### config.mk
export PLATFORM = sky130hd
export DESIGN_NAME = voice_flap_detector_flat
export DESIGN_NICKNAME = d
export VERILOG_FILES = /design/src/rtl/voice_flap_detector_if.sv /design/src/rtl/voice_flap_detector.sv /design/src/flat_wrapper.sv
export SDC_FILE = /design/constraint.sdc
export NUM_CORES = 1
export LEC_CHECK = 0
export BUFFER_PORTS_ARGS = -buffer_cell sky130_fd_sc_hd__buf_2
export CAP_MARGIN = 0
export CORE_UTILIZATION = 48
export CTS_BUF_LIST = sky130_fd_sc_hd__clkbuf_8
export CTS_CLUSTER_DIAMETER = 100
export DETAILED_ROUTE_END_ITERATION = 10
export PLACE_DENSITY_LB_ADDON = 0.15
export RECOVER_POWER = 100
export SYNTH_ARGS = -nofsm -noshare
export SYNTH_HDL_FRONTEND = slang
export SYNTH_SLANG_ARGS = --single-unit
### constraint.sdc
create_clock -name clk -period 6.09 [get_ports clk]
set_input_delay 1.218 -clock clk [delete_from_list [all_inputs] [get_ports clk]]
set_output_delay 1.218 -clock clk [all_outputs]
set_load 0.05 [all_outputs]
### src/rtl/voice_flap_detector_if.sv
// voice_flap_detector_if: codec sample/threshold inputs and flap/level outputs of the voice flap detector
interface voice_flap_detector_if;
  logic        read_ready_true;
  logic [23:0] readdata_left;
  logic [23:0] readdata_right;
  logic [23:0] threshold;
  logic        read;
  logic        flap;
  logic [23:0] level;
  logic        holdoff;
  modport master (
    output read_ready_true, readdata_left, readdata_right, threshold,
    input  read, flap, level, holdoff
  );
  modport slave (
    input  read_ready_true, readdata_left, readdata_right, threshold,
    output read, flap, level, holdoff
  );
endinterface

### src/rtl/voice_flap_detector.sv
// voice_flap_detector: windowed mean |audio| level with thresholded one-shot flap and hold-off.
// Optional FLAP_HYSTERESIS_EN: REARM waits for a window below threshold/2 before re-arming.
module voice_flap_detector #(
  parameter int WIN_LOG2     = 8,
  parameter int HOLD_WINDOWS = 4
) (
  input logic                  clk,
  input logic                  rst_n,
  voice_flap_detector_if.slave bus
);
  typedef enum logic [1:0] {ARMED, FIRE, HOLDOFF, REARM} state_t;
  state_t                r_state;
  logic [1:0]            r_blk;
  logic                  r_read, r_mix_v, r_wend, r_flap, r_holdoff;
  logic [23:0]           r_l, r_r, r_mix, r_level, r_thr;
  logic [WIN_LOG2-1:0]   r_cnt;
  logic [23+WIN_LOG2:0]  r_acc;
  logic [7:0]            r_hold;
  logic                  w_take, w_last;
  logic [24:0]           w_sum;
  logic [23:0]           w_mix;
  logic [23+WIN_LOG2:0]  w_acc_next;

  function automatic logic [23:0] mag(input logic [23:0] s);
    return s[23] ? ((s == 24'h800000) ? 24'h7FFFFF : -s) : s;
  endfunction

  assign w_take     = bus.read_ready_true && (r_blk == 2'd0);
  assign w_sum      = {1'b0, mag(r_l)} + {1'b0, mag(r_r)};
  assign w_mix      = 24'(w_sum >> 1);
  assign w_acc_next = r_acc + {{WIN_LOG2{1'b0}}, r_mix};
  assign w_last     = (r_cnt == '1);

  // capture -> mix -> accumulate pipeline; blackout spans the read cycle and the one after
  always_ff @(posedge clk or negedge rst_n) begin
    if (!rst_n) begin
      r_blk   <= '0;
      r_read  <= 1'b0;
      r_l     <= '0;
      r_r     <= '0;
      r_mix   <= '0;
      r_mix_v <= 1'b0;
      r_wend  <= 1'b0;
      r_cnt   <= '0;
      r_acc   <= '0;
      r_level <= '0;
      r_thr   <= '0;
    end else begin
      r_read  <= w_take;
      r_blk   <= w_take ? 2'd2 : ((r_blk != 2'd0) ? r_blk - 2'd1 : 2'd0);
      if (w_take) begin
        r_l <= bus.readdata_left;
        r_r <= bus.readdata_right;
      end
      r_mix_v <= r_read;
      if (r_read) r_mix <= w_mix;
      r_wend  <= r_mix_v && w_last;
      if (r_mix_v) begin
        r_cnt <= r_cnt + WIN_LOG2'(1);
        r_acc <= w_last ? '0 : w_acc_next;
        if (w_last) begin
          r_level <= 24'(w_acc_next >> WIN_LOG2);
          r_thr   <= bus.threshold;
        end
      end
    end
  end

  always_ff @(posedge clk or negedge rst_n) begin
    if (!rst_n) begin
      r_state   <= ARMED;
      r_flap    <= 1'b0;
      r_holdoff <= 1'b0;
      r_hold    <= '0;
    end else begin
      r_flap <= 1'b0;
      case (r_state)
        ARMED: if (r_wend && (r_level > r_thr)) begin
          r_state <= FIRE;
          r_flap  <= 1'b1;
        end
        FIRE: begin
          r_state   <= HOLDOFF;
          r_hold    <= 8'(HOLD_WINDOWS);
          r_holdoff <= 1'b1;
        end
        HOLDOFF: if (r_wend) begin
          r_hold <= r_hold - 8'd1;
          if (r_hold == 8'd1) r_state <= REARM;
        end
        REARM: begin
`ifdef FLAP_HYSTERESIS_EN
          if (r_wend && (r_level < {1'b0, r_thr[23:1]})) begin
            r_state   <= ARMED;
            r_holdoff <= 1'b0;
          end
`else
          r_state   <= ARMED;
          r_holdoff <= 1'b0;
`endif
        end
      endcase
    end
  end

  assign bus.read    = r_read;
  assign bus.flap    = r_flap;
  assign bus.level   = r_level;
  assign bus.holdoff = r_holdoff;
endmodule

### src/flat_wrapper.sv
// flat-port wrapper written by rule: the top's interface ports become plain ports
module voice_flap_detector_flat 
#(
  parameter int WIN_LOG2     = 8,
  parameter int HOLD_WINDOWS = 4
)
  (clk, rst_n, bus_read_ready_true, bus_readdata_left, bus_readdata_right, bus_threshold, bus_read, bus_flap, bus_level, bus_holdoff);
  voice_flap_detector_if bus_i ();
  input logic clk;
  input logic rst_n;
  input wire logic [$bits(bus_i.read_ready_true)-1:0] bus_read_ready_true;
  input wire logic [$bits(bus_i.readdata_left)-1:0] bus_readdata_left;
  input wire logic [$bits(bus_i.readdata_right)-1:0] bus_readdata_right;
  input wire logic [$bits(bus_i.threshold)-1:0] bus_threshold;
  output wire logic [$bits(bus_i.read)-1:0] bus_read;
  output wire logic [$bits(bus_i.flap)-1:0] bus_flap;
  output wire logic [$bits(bus_i.level)-1:0] bus_level;
  output wire logic [$bits(bus_i.holdoff)-1:0] bus_holdoff;
  assign bus_i.read_ready_true = bus_read_ready_true;
  assign bus_i.readdata_left = bus_readdata_left;
  assign bus_i.readdata_right = bus_readdata_right;
  assign bus_i.threshold = bus_threshold;
  assign bus_read = bus_i.read;
  assign bus_flap = bus_i.flap;
  assign bus_level = bus_i.level;
  assign bus_holdoff = bus_i.holdoff;
  voice_flap_detector #(.WIN_LOG2(WIN_LOG2), .HOLD_WINDOWS(HOLD_WINDOWS)) u_core (.clk(clk), .rst_n(rst_n), .bus(bus_i));
endmodule
==> results of run 1 <==
## Yosys cell counts (31+ instances only)
cell and instances:
ha_1 81, a21o_1 31, xnor2_1 44, inv_1 64, xor2_1 39, nor2_1 49, a21oi_1 63, clkbuf_1 40
dfrtp_1 177, nand2_1 143, o21ai_0 93, mux2_2 58
## cells by family after synthesis
| kind of cell | Yosys count | share of synthesized area (%) |
|---|---|---|
| flops | 177 | 40.2 |
| buf+inv | 110 | 3.76 |
| fa+ha+maj | 83 | 9.57 |
| simple gates | 321 | 13.8 |
| compound gates | 332 | 19.8 |
| mux | 61 | 6.21 |
| xor+xnor | 83 | 6.60 |
## layer usage
metal / vias up / track usage (%) / wire length [microns]
met1: 4065 / 29.0 / 11600
met3: 34 / 3.49 / 762
li1: 4362 / - / -
met2: 178 / 35.9 / 11400
met4: 0 / 8.24 / 631
met5: - / 0 / 0
## report_power, final
| part | internal, W | switching (W) | total [W] |
|---|---|---|---|
| Combinational | 0.00232 | 0.00292 | 0.00524 |
| Sequential | 0.00156 | 0.000364 | 0.00192 |
| Clock | 0.000337 | 0.000477 | 0.000814 |
| Total | 0.00421 | 0.00376 | 0.00797 |
## worst min path at each step
stage                     cells past startpoint       startpoint               to  slack (ps)
final                                         1  u_core.r_blk[0]  u_core.r_blk[0]         460
after global routing                          1  u_core.r_cnt[5]  u_core.r_cnt[5]         500
after CTS                                     1  u_core.r_cnt[5]  u_core.r_cnt[5]         480
after detailed placement                      1  u_core.r_cnt[5]  u_core.r_cnt[5]         460
after global placement                        1  u_core.r_cnt[5]  u_core.r_cnt[5]         460
after floorplan                               1  u_core.r_blk[0]  u_core.r_blk[0]         430
## layout make-up
type                            instances  area, sq um  share of cell area, %
Multi-Input combinational cell        880         6160                   51.0
Clock buffer                           17          234                   1.94
Inverter                               65          244                   2.02
Clock inverter                         15          154                   1.27
Timing Repair Buffer                  108          508                   4.20
Sequential cell                       177         4430                   36.6
Tap cell                              285          357                   2.95
## worst max-delay path: stages (launching register included)
cell	delay, ps
dfrtp_1	440
or4_1	560
or4_1	510
or3_1	700
a31oi_1	380
fa_1	280
a21o_1	130
a21oi_1	120
o311ai_0	520
a21oi_1	210
o31a_1	370
a2111oi_0	440
o21ai_0	190
a31o_2	260
## registers in the layout, indices dropped and copies added, names as in the netlist, 2 cells and up
| register | count |
|---|---|
| u_core.r_thr | 24 |
| u_core.r_blk | 2 |
| u_core.r_cnt | 8 |
| u_core.r_hold | 8 |
| u_core.r_acc | 32 |
| u_core.r_mix | 24 |
| u_core.bus.level | 24 |
| u_core.r_l | 24 |
| u_core.r_state | 2 |
| u_core.r_r | 24 |
## stage by stage
step,area [sq um],power [W],cells
final,12100,0.00797,1547
after global placement,11800,0.00708,1515
after detailed placement,11800,0.00715,1515
after floorplan,11000,0.00597,1167
after global routing,12100,0.00870,1547
after CTS,12200,0.00799,1547
==> run metrics, run 1 <==
status complete, but fails checks; failing checks capacitance limit, slew limit; Cell Rows 55; worst-case reg-to-reg path depth 13; Post-Syn Nets 1325; CTS Hold Buffers Added 0; Synth Register Bits 177; Seq/Total Area, Yosys 40.2%; setup bufs post-CTS 0; Avg Cell Area, Syn 9.43 sq um; crit path capture type register; I/O pin count 102; Synth top area share 40.2%; critical path data arrival time 5570 ps; Final Hold Violating Endpoints 0; final setup vio count 0; later-pin clock latency in the skew report 480 ps; prevailing post-synth register cell dfrtp_1; drt first pass iters 6; Worst Max-Slew Pin Slew 2620 ps; unrepaired setup endpoints after global routing false; worst endpoint required time 6450 ps; Clock Path Buffers 2; die height 153 microns; fin crit period 5210 ps; 1st-iter DRT viols 406; pwr dens 659 nW/um^2; Crit. Startpoint u_core.r_l[8]; Net count, final 1407; DRC viols 0; asr flop ratio synth 100%; top cells by area, synth dfrtp_1 (40%), ha_1 (9.2%), mux2_2 (5.9%); IR drop worst, VDD 342 uV; fin crit share 85.6%; CTS Sinks 177; Cell variety after synth 66; commonest cells after routing, fill and taps aside dfrtp_1 (177), nand2_1 (143), o21ai_0 (94), ha_1 (81), buf_2 (73); R2R Setup Slk 880 ps; Via density 5.58; WHS 463 ps; end of the critical path u_core.r_mix[21]; Syn Inst Count 1167; Setup Skew 22.2 ps; # fillers 2159; Ant. Diodes 0; Vias 8639; Routed WL per cell 15.8 microns; Die Footprint 23500 sq um; critical path class register to register; Slew HR -74.4%; first-pass GRT wire length 41.6 mm; Routability Congestion 0.941; CTS tree done; startpoint types register; clock slew at reported path FFs 110 ps; commonest non-fill, non-tap cell in the layout dfrtp_1; largest net degree at the start of global routing 148; RR Endpoint u_core.r_mix[21]; worst r2r src u_core.r_l[8]; Die Width 153 microns; Detailed Place HPWL 18.3 mm; mapped cell area 11000 sq um; H-Tree Depth 4; Area growth syn-to-layout 9.83%; max_cap viols 5; worst setup margin 879 ps; Min-Delay Path Class register to register; Detail Route Antenna Nets 0; core area 22600 sq um; # resized after CTS 0; Pleak 5.62 nW; GRT Overall Usage 21.8%; Slew Limit Fails 288; ratio of cells with drive above 1 in the final layout 14.1%; final core utilization 53.6%; Overflow after GRT 0; total wire length 24.4 mm; CTS root buf clkbuf_8; Initial Utilization 48.8%; setup TNS 0 ps; dpl ws 877 ps; EDFF count, synth 0; Ys Warns 0; fmax 0.192 GHz; vias in the first global route 8407; Port Buf Inserts 101; post-synth top area cell dfrtp_1; initial antenna violation count 0; Inserted Clock Buffers 17; critical path peak fanout 20
No activity file was read; power rests on OpenSTA's default activity.
==> run 2, diff against run 1 <==
- PLACE_DENSITY: default -> 0.71
- PLACE_DENSITY_LB_ADDON: 0.15 -> default
==> run 2 against run 1 <==
Net effect:
- the flow still finishes with violations (capacitance limit, slew limit)
- sequential cell count is the same
- fmax shrank 0.15%
- first-iteration DRC count grew 11%
- register-to-register slack is essentially flat
- design area grew 0.22%
- wire length shrank 3.2%
- core utilization grew 0.12 points
- largest power group unchanged
==> run metrics, run 2 (same netlist as run 1, synthesis figures left out) <==
WHS 468 ps (+4.52 ps); unrepaired setup endpoints after global routing false; final core utilization 53.7% (+0.12 points); critical path data arrival time 5580 ps (about the same); Port Buf Inserts 101 (unchanged); fin crit period 5220 ps (+8.05 ps); pwr dens 656 nW/um^2 (-0.49%); Slew Limit Fails 197 (-32%); worst r2r src u_core.r_l[8]; ratio of cells with drive above 1 in the final layout 14.0% (-0.068 points); IR drop worst, VDD 342 uV (about the same); DRC viols 0 (unchanged); CTS Hold Buffers Added 0 (unchanged); Net count, final 1406 (-0.071%); vias in the first global route 8417 (+0.12%); Initial Utilization 48.8% (unchanged); critical path class register to register; Inserted Clock Buffers 17 (unchanged); Final Cell Area 12100 sq um (+0.22%); CTS root buf clkbuf_8; Largest Register u_core.r_acc; crit path cell chain or4_1 -> or4_1 -> or3_1 -> a31oi_1 -> fa_1 -> a21o_1 -> a21oi_1 -> o311ai_0 -> a21oi_1 -> o31a_1 -> a2111oi_0 -> o21ai_0 -> a31o_2; Final Hold Violating Endpoints 0 (unchanged); largest net degree at the start of global routing 91 (-39%); setup TNS 0 ps (unchanged); core area 22600 sq um (unchanged); Setup Skew 26.9 ps (+4.72 ps); Slew HR -179% (-100 points); total wire length 23.6 mm (-3.2%); Clock Path Buffers 2 (unchanged); commonest non-fill, non-tap cell in the layout dfrtp_1; startpoint types register; Largest register FFs 32 (unchanged); initial antenna violation count 0 (unchanged); Crit-path slowest cell or3_1; # resized after CTS 0 (unchanged); CTS tree done; Ant. Diodes 0 (unchanged); die height 153 microns (unchanged); Die Footprint 23500 sq um (unchanged); H-Tree Depth 4 (unchanged); Finished Layout Cells 1546 (-0.065%); failing checks capacitance limit, slew limit; 1st-iter DRT viols 452 (+11%); commonest cells after routing, fill and taps aside dfrtp_1 (177), nand2_1 (143), o21ai_0 (94), ha_1 (81), buf_2 (73); Overflow after GRT 0 (unchanged); first-pass GRT wire length 40.4 mm (-2.9%); placed cell areas 11800 sq um (about the same); Detailed Place HPWL 17.6 mm (-3.9%); GRT Overall Usage 21.0% (-0.84 points); Vias 8661 (+0.25%); drt first pass iters 5 (-1); worst endpoint required time 6450 ps (about the same); Via density 5.60 (+0.32%); crit path capture type register; clock slew at reported path FFs 120 ps (about the same); fin crit share 85.7% (+0.13 points); fmax 0.192 GHz (-0.15%); I/O pin count 102 (unchanged); Crit. Startpoint u_core.r_l[8]; Pleak 5.64 nW (+0.38%); CTS Sinks 177 (unchanged); status complete, but fails checks; Routed WL per cell 15.3 microns (-3.2%); Worst Max-Slew Pin Slew 4190 ps (+1570 ps); critical path peak fanout 20 (unchanged); final setup vio count 0 (unchanged); Cells after DPL 1514 (-0.066%); Detail Route Antenna Nets 0 (unchanged); later-pin clock latency in the skew report 480 ps (about the same); Area growth syn-to-layout 10.1%; critical path's largest stage delay 690 ps (about the same); Routability Congestion 0.909 (-3.5%); HP Start u_core.r_blk[0]; Die Width 153 microns (unchanged); Cell Rows 55 (unchanged); Min-Delay Path Class register to register; max_cap viols 3 (-2); setup bufs post-CTS 0 (unchanged)
-- run 2: cell types whose count changed in the layout (fill, tap and decap cells not counted), moves of 2 or more --
cell        change
inv_8           -2
clkinv_8        +2
clkinvlp_4      -4
inv_6           +3
-- run 2: metal layers --
layer | GRT usage (%) | vias up | wire, microns
met2 | 34.2 | 164 | 10900
met1 | 28.1 | 4079 | 11400
li1 | - | 4377 | -
met5 | 0 | - | 0
met4 | 7.95 | 0 | 639
met3 | 3.26 | 41 | 734
-- run 2: final cells by class --
cell class / count / area, sq um
tap: 285 / 357
multi-input combinational: 880 / 6160
sequential: 177 / 4430
timing repair buffer: 107 / 519
clock buffer: 17 / 234
fill: 2091 / 10500
inverter: 65 / 244
clock inverter: 15 / 169
-- run 2: final timing paths --
check                      slack, ps          endpoint  depth (start not counted)
min reg2reg                      470   u_core.r_blk[0]                          1
min in group asynchronous       2430  u_core.r_thr[17]                          1
min                              470   u_core.r_blk[0]                          1
max                              870  u_core.r_mix[21]                         13
max reg2reg                      870  u_core.r_mix[21]                         13
max in group asynchronous       1310  u_core.r_mix[23]                          1
-- run 2: power breakdown --
| group | internal [W] | switching (W) |
|---|---|---|
| clock | 0.000344 | 0.000484 |
| sequential | 0.00156 | 0.000383 |
| combinational | 0.00231 | 0.00287 |
-- run 2: metrics by stage --
| stage | setup slack [ps] | total power (W) |
|---|---|---|
| after floorplan | 1540 | 0.00597 |
| after global placement | 977 | 0.00702 |
| after detailed placement | 897 | 0.00711 |
| after CTS | 878 | 0.00797 |
| after global routing | 355 | 0.00872 |
| final | 871 | 0.00795 |
-- run 2: worst max-delay path, delay by kind of cell (launching register included) --
kind | cells | cell delay, ps
fa+ha+maj | 1 | 260
simple gates | 3 | 1780
compound gates | 9 | 2640
flops | 1 | 440
==> run 3, diff against run 2 <==
- REMOVE_ABC_BUFFERS: default -> 1
==> run 3 against run 2 <==
Net effect:
- the run still ends with capacitance limit, slew limit left
- core utilization is 0.30 points higher
- design area grew 0.56%
- largest cell class unchanged
- fmax is 2.6% higher
==> run metrics, run 3 (same netlist as run 1, synthesis figures left out) <==
Via density 5.58 (-0.45%); 1st-iter DRT viols 487 (+7.7%); critical path class register to register; Worst Max-Slew Pin Slew 4360 ps (+173 ps); largest net degree at the start of global routing 84 (-7.7%); # resized after CTS 0 (unchanged); core area 22600 sq um (unchanged); CTS Hold Buffers Added 0 (unchanged); Cells after DPL 1518 (+0.26%); Cell Rows 55 (unchanged); critical path data arrival time 5450 ps (-130 ps); H-Tree Depth 4 (unchanged); # fillers 2058 (-1.6%); die height 153 microns (unchanged); final setup vio count 0 (unchanged); placed cell areas 11800 sq um (+0.15%); crit path capture type register; worst endpoint required time 6450 ps (about the same); CTS Sinks 177 (unchanged); fmax 0.197 GHz (+2.6%); later-pin clock latency in the skew report 470 ps (about the same); total wire length 23.1 mm (-1.9%); Net count, final 1410 (+0.28%); critical path's largest stage delay 580 ps (-110 ps); setup bufs post-CTS 0 (unchanged); crit path cell chain or4_1 -> or4_1 -> or3_1 -> buf_4 -> a31oi_1 -> fa_1 -> a21o_1 -> a21oi_1 -> o311ai_0 -> a21oi_1 -> o31a_1 -> a2111oi_0 -> o21ai_0 -> a31o_2; Routed WL per cell 14.9 microns (-2.2%); IR drop worst, VDD 313 uV (-8.3%); pwr dens 657 nW/um^2 (+0.16%); first-pass GRT wire length 40.1 mm (-0.82%); Vias 8644 (-0.20%); Ant. Diodes 0 (unchanged); DRC viols 0 (unchanged); Slew HR -191% (-12 points); Initial Utilization 48.8% (unchanged); failing checks capacitance limit, slew limit; register area 4430 sq um (unchanged); Slew Limit Fails 203 (+3.0%); initial antenna violation count 0 (unchanged); critical path peak fanout 20 (unchanged); drt first pass iters 5 (unchanged); clock slew at reported path FFs 100 ps (-20 ps); GRT Overall Usage 20.7% (-0.25 points); CTS root buf clkbuf_8; Routability Congestion 0.862 (-5.1%); Crit-path slowest cell or4_1; Detailed Place HPWL 17.2 mm (-2.3%); Die Footprint 23500 sq um (unchanged); Setup Skew 17.1 ps (-9.84 ps); Clock Path Buffers 2 (unchanged); Largest register FFs 32 (unchanged); Largest Register u_core.r_acc; unrepaired setup endpoints after global routing false; commonest non-fill, non-tap cell in the layout dfrtp_1; commonest cells after routing, fill and taps aside dfrtp_1 (177), nand2_1 (143), o21ai_0 (94), ha_1 (81), buf_2 (73); Pleak 5.68 nW (+0.60%); Multi-input gate area 6160 sq um (unchanged); Detail Route Antenna Nets 0 (unchanged); Area growth syn-to-layout 10.7%; setup TNS 0 ps (unchanged); vias in the first global route 8397 (-0.24%); Die Width 153 microns (unchanged); Overflow after GRT 0 (unchanged); Finished Layout Cells 1550 (+0.26%); CTS tree done; startpoint types register; Final Cell Area 12200 sq um (+0.56%); I/O pin count 102 (unchanged); status complete, but fails checks; ratio of cells with drive above 1 in the final layout 14.4% (+0.35 points); fin crit share 83.6% (-2.1 points); Inserted Clock Buffers 17 (unchanged); Port Buf Inserts 101 (unchanged); max_cap viols 4 (+1); Final Hold Violating Endpoints 0 (unchanged); fin crit period 5090 ps (-130 ps); Min-Delay Path Class register to register
-- run 3: per-layer routing --
layer / part of all wire (%) / vias up / global-route usage (%) / wire, microns
met5: 0 / - / 0 / 0
met4: 1.7 / 0 / 7.10 / 397
met3: 3.9 / 27 / 3.43 / 903
met2: 46 / 187 / 34.1 / 10700
met1: 48 / 4056 / 27.8 / 11100
li1: - / 4374 / - / -
-- run 3: final timing paths --
check                           startpoint          endpoint  slack, ps  cells past startpoint
max in group asynchronous            rst_n    u_core.r_l[17]       1370                      2
hold / removal             u_core.r_cnt[5]   u_core.r_cnt[5]        470                      1
min in group asynchronous            rst_n  u_core.r_thr[18]       2270                      1
hold reg to reg            u_core.r_cnt[5]   u_core.r_cnt[5]        470                      1
setup / recovery             u_core.r_l[8]  u_core.r_mix[21]       1000                     14
setup reg to reg             u_core.r_l[8]  u_core.r_mix[21]       1000                     14
-- run 3: where the power goes --
| group | internal [W] | switching [W] | total (W) |
|---|---|---|---|
| registers | 0.00156 | 0.000362 | 0.00192 |
| logic | 0.00232 | 0.00285 | 0.00516 |
| clock network | 0.000478 | 0.000447 | 0.000925 |
-- run 3: critical path: cells and delay by family (launching register included) --
family                     cells  cell delay [ps]
AOI/OAI and AO/OA              9             2570
and+or+nand+nor                3             1480
adders and majority gates      1              270
buffers and inverters          1              210
DFF                            1              450
-- run 3: layout make-up --
type / instances / area share, %
tap: 285 / 2.93
timing repair buffer: 111 / 4.35
inverter: 65 / 2.00
sequential: 177 / 36.4
multi-input combinational: 880 / 50.6
clock inverter: 13 / 1.62
clock buffer: 19 / 2.15
-- run 3: stage by stage --
stage          total power, W  util, %  hold WS, ps  setup slack [ps]
6_report              0.00801     54.0          475              1000
5_1_grt               0.00875     54.0          491               406
4_1_cts               0.00801     54.2          486              1060
3_5_place_dp          0.00704     52.2          466              1080
3_3_place_gp          0.00691     52.2          457              1130
2_1_floorplan         0.00595        -          426               558
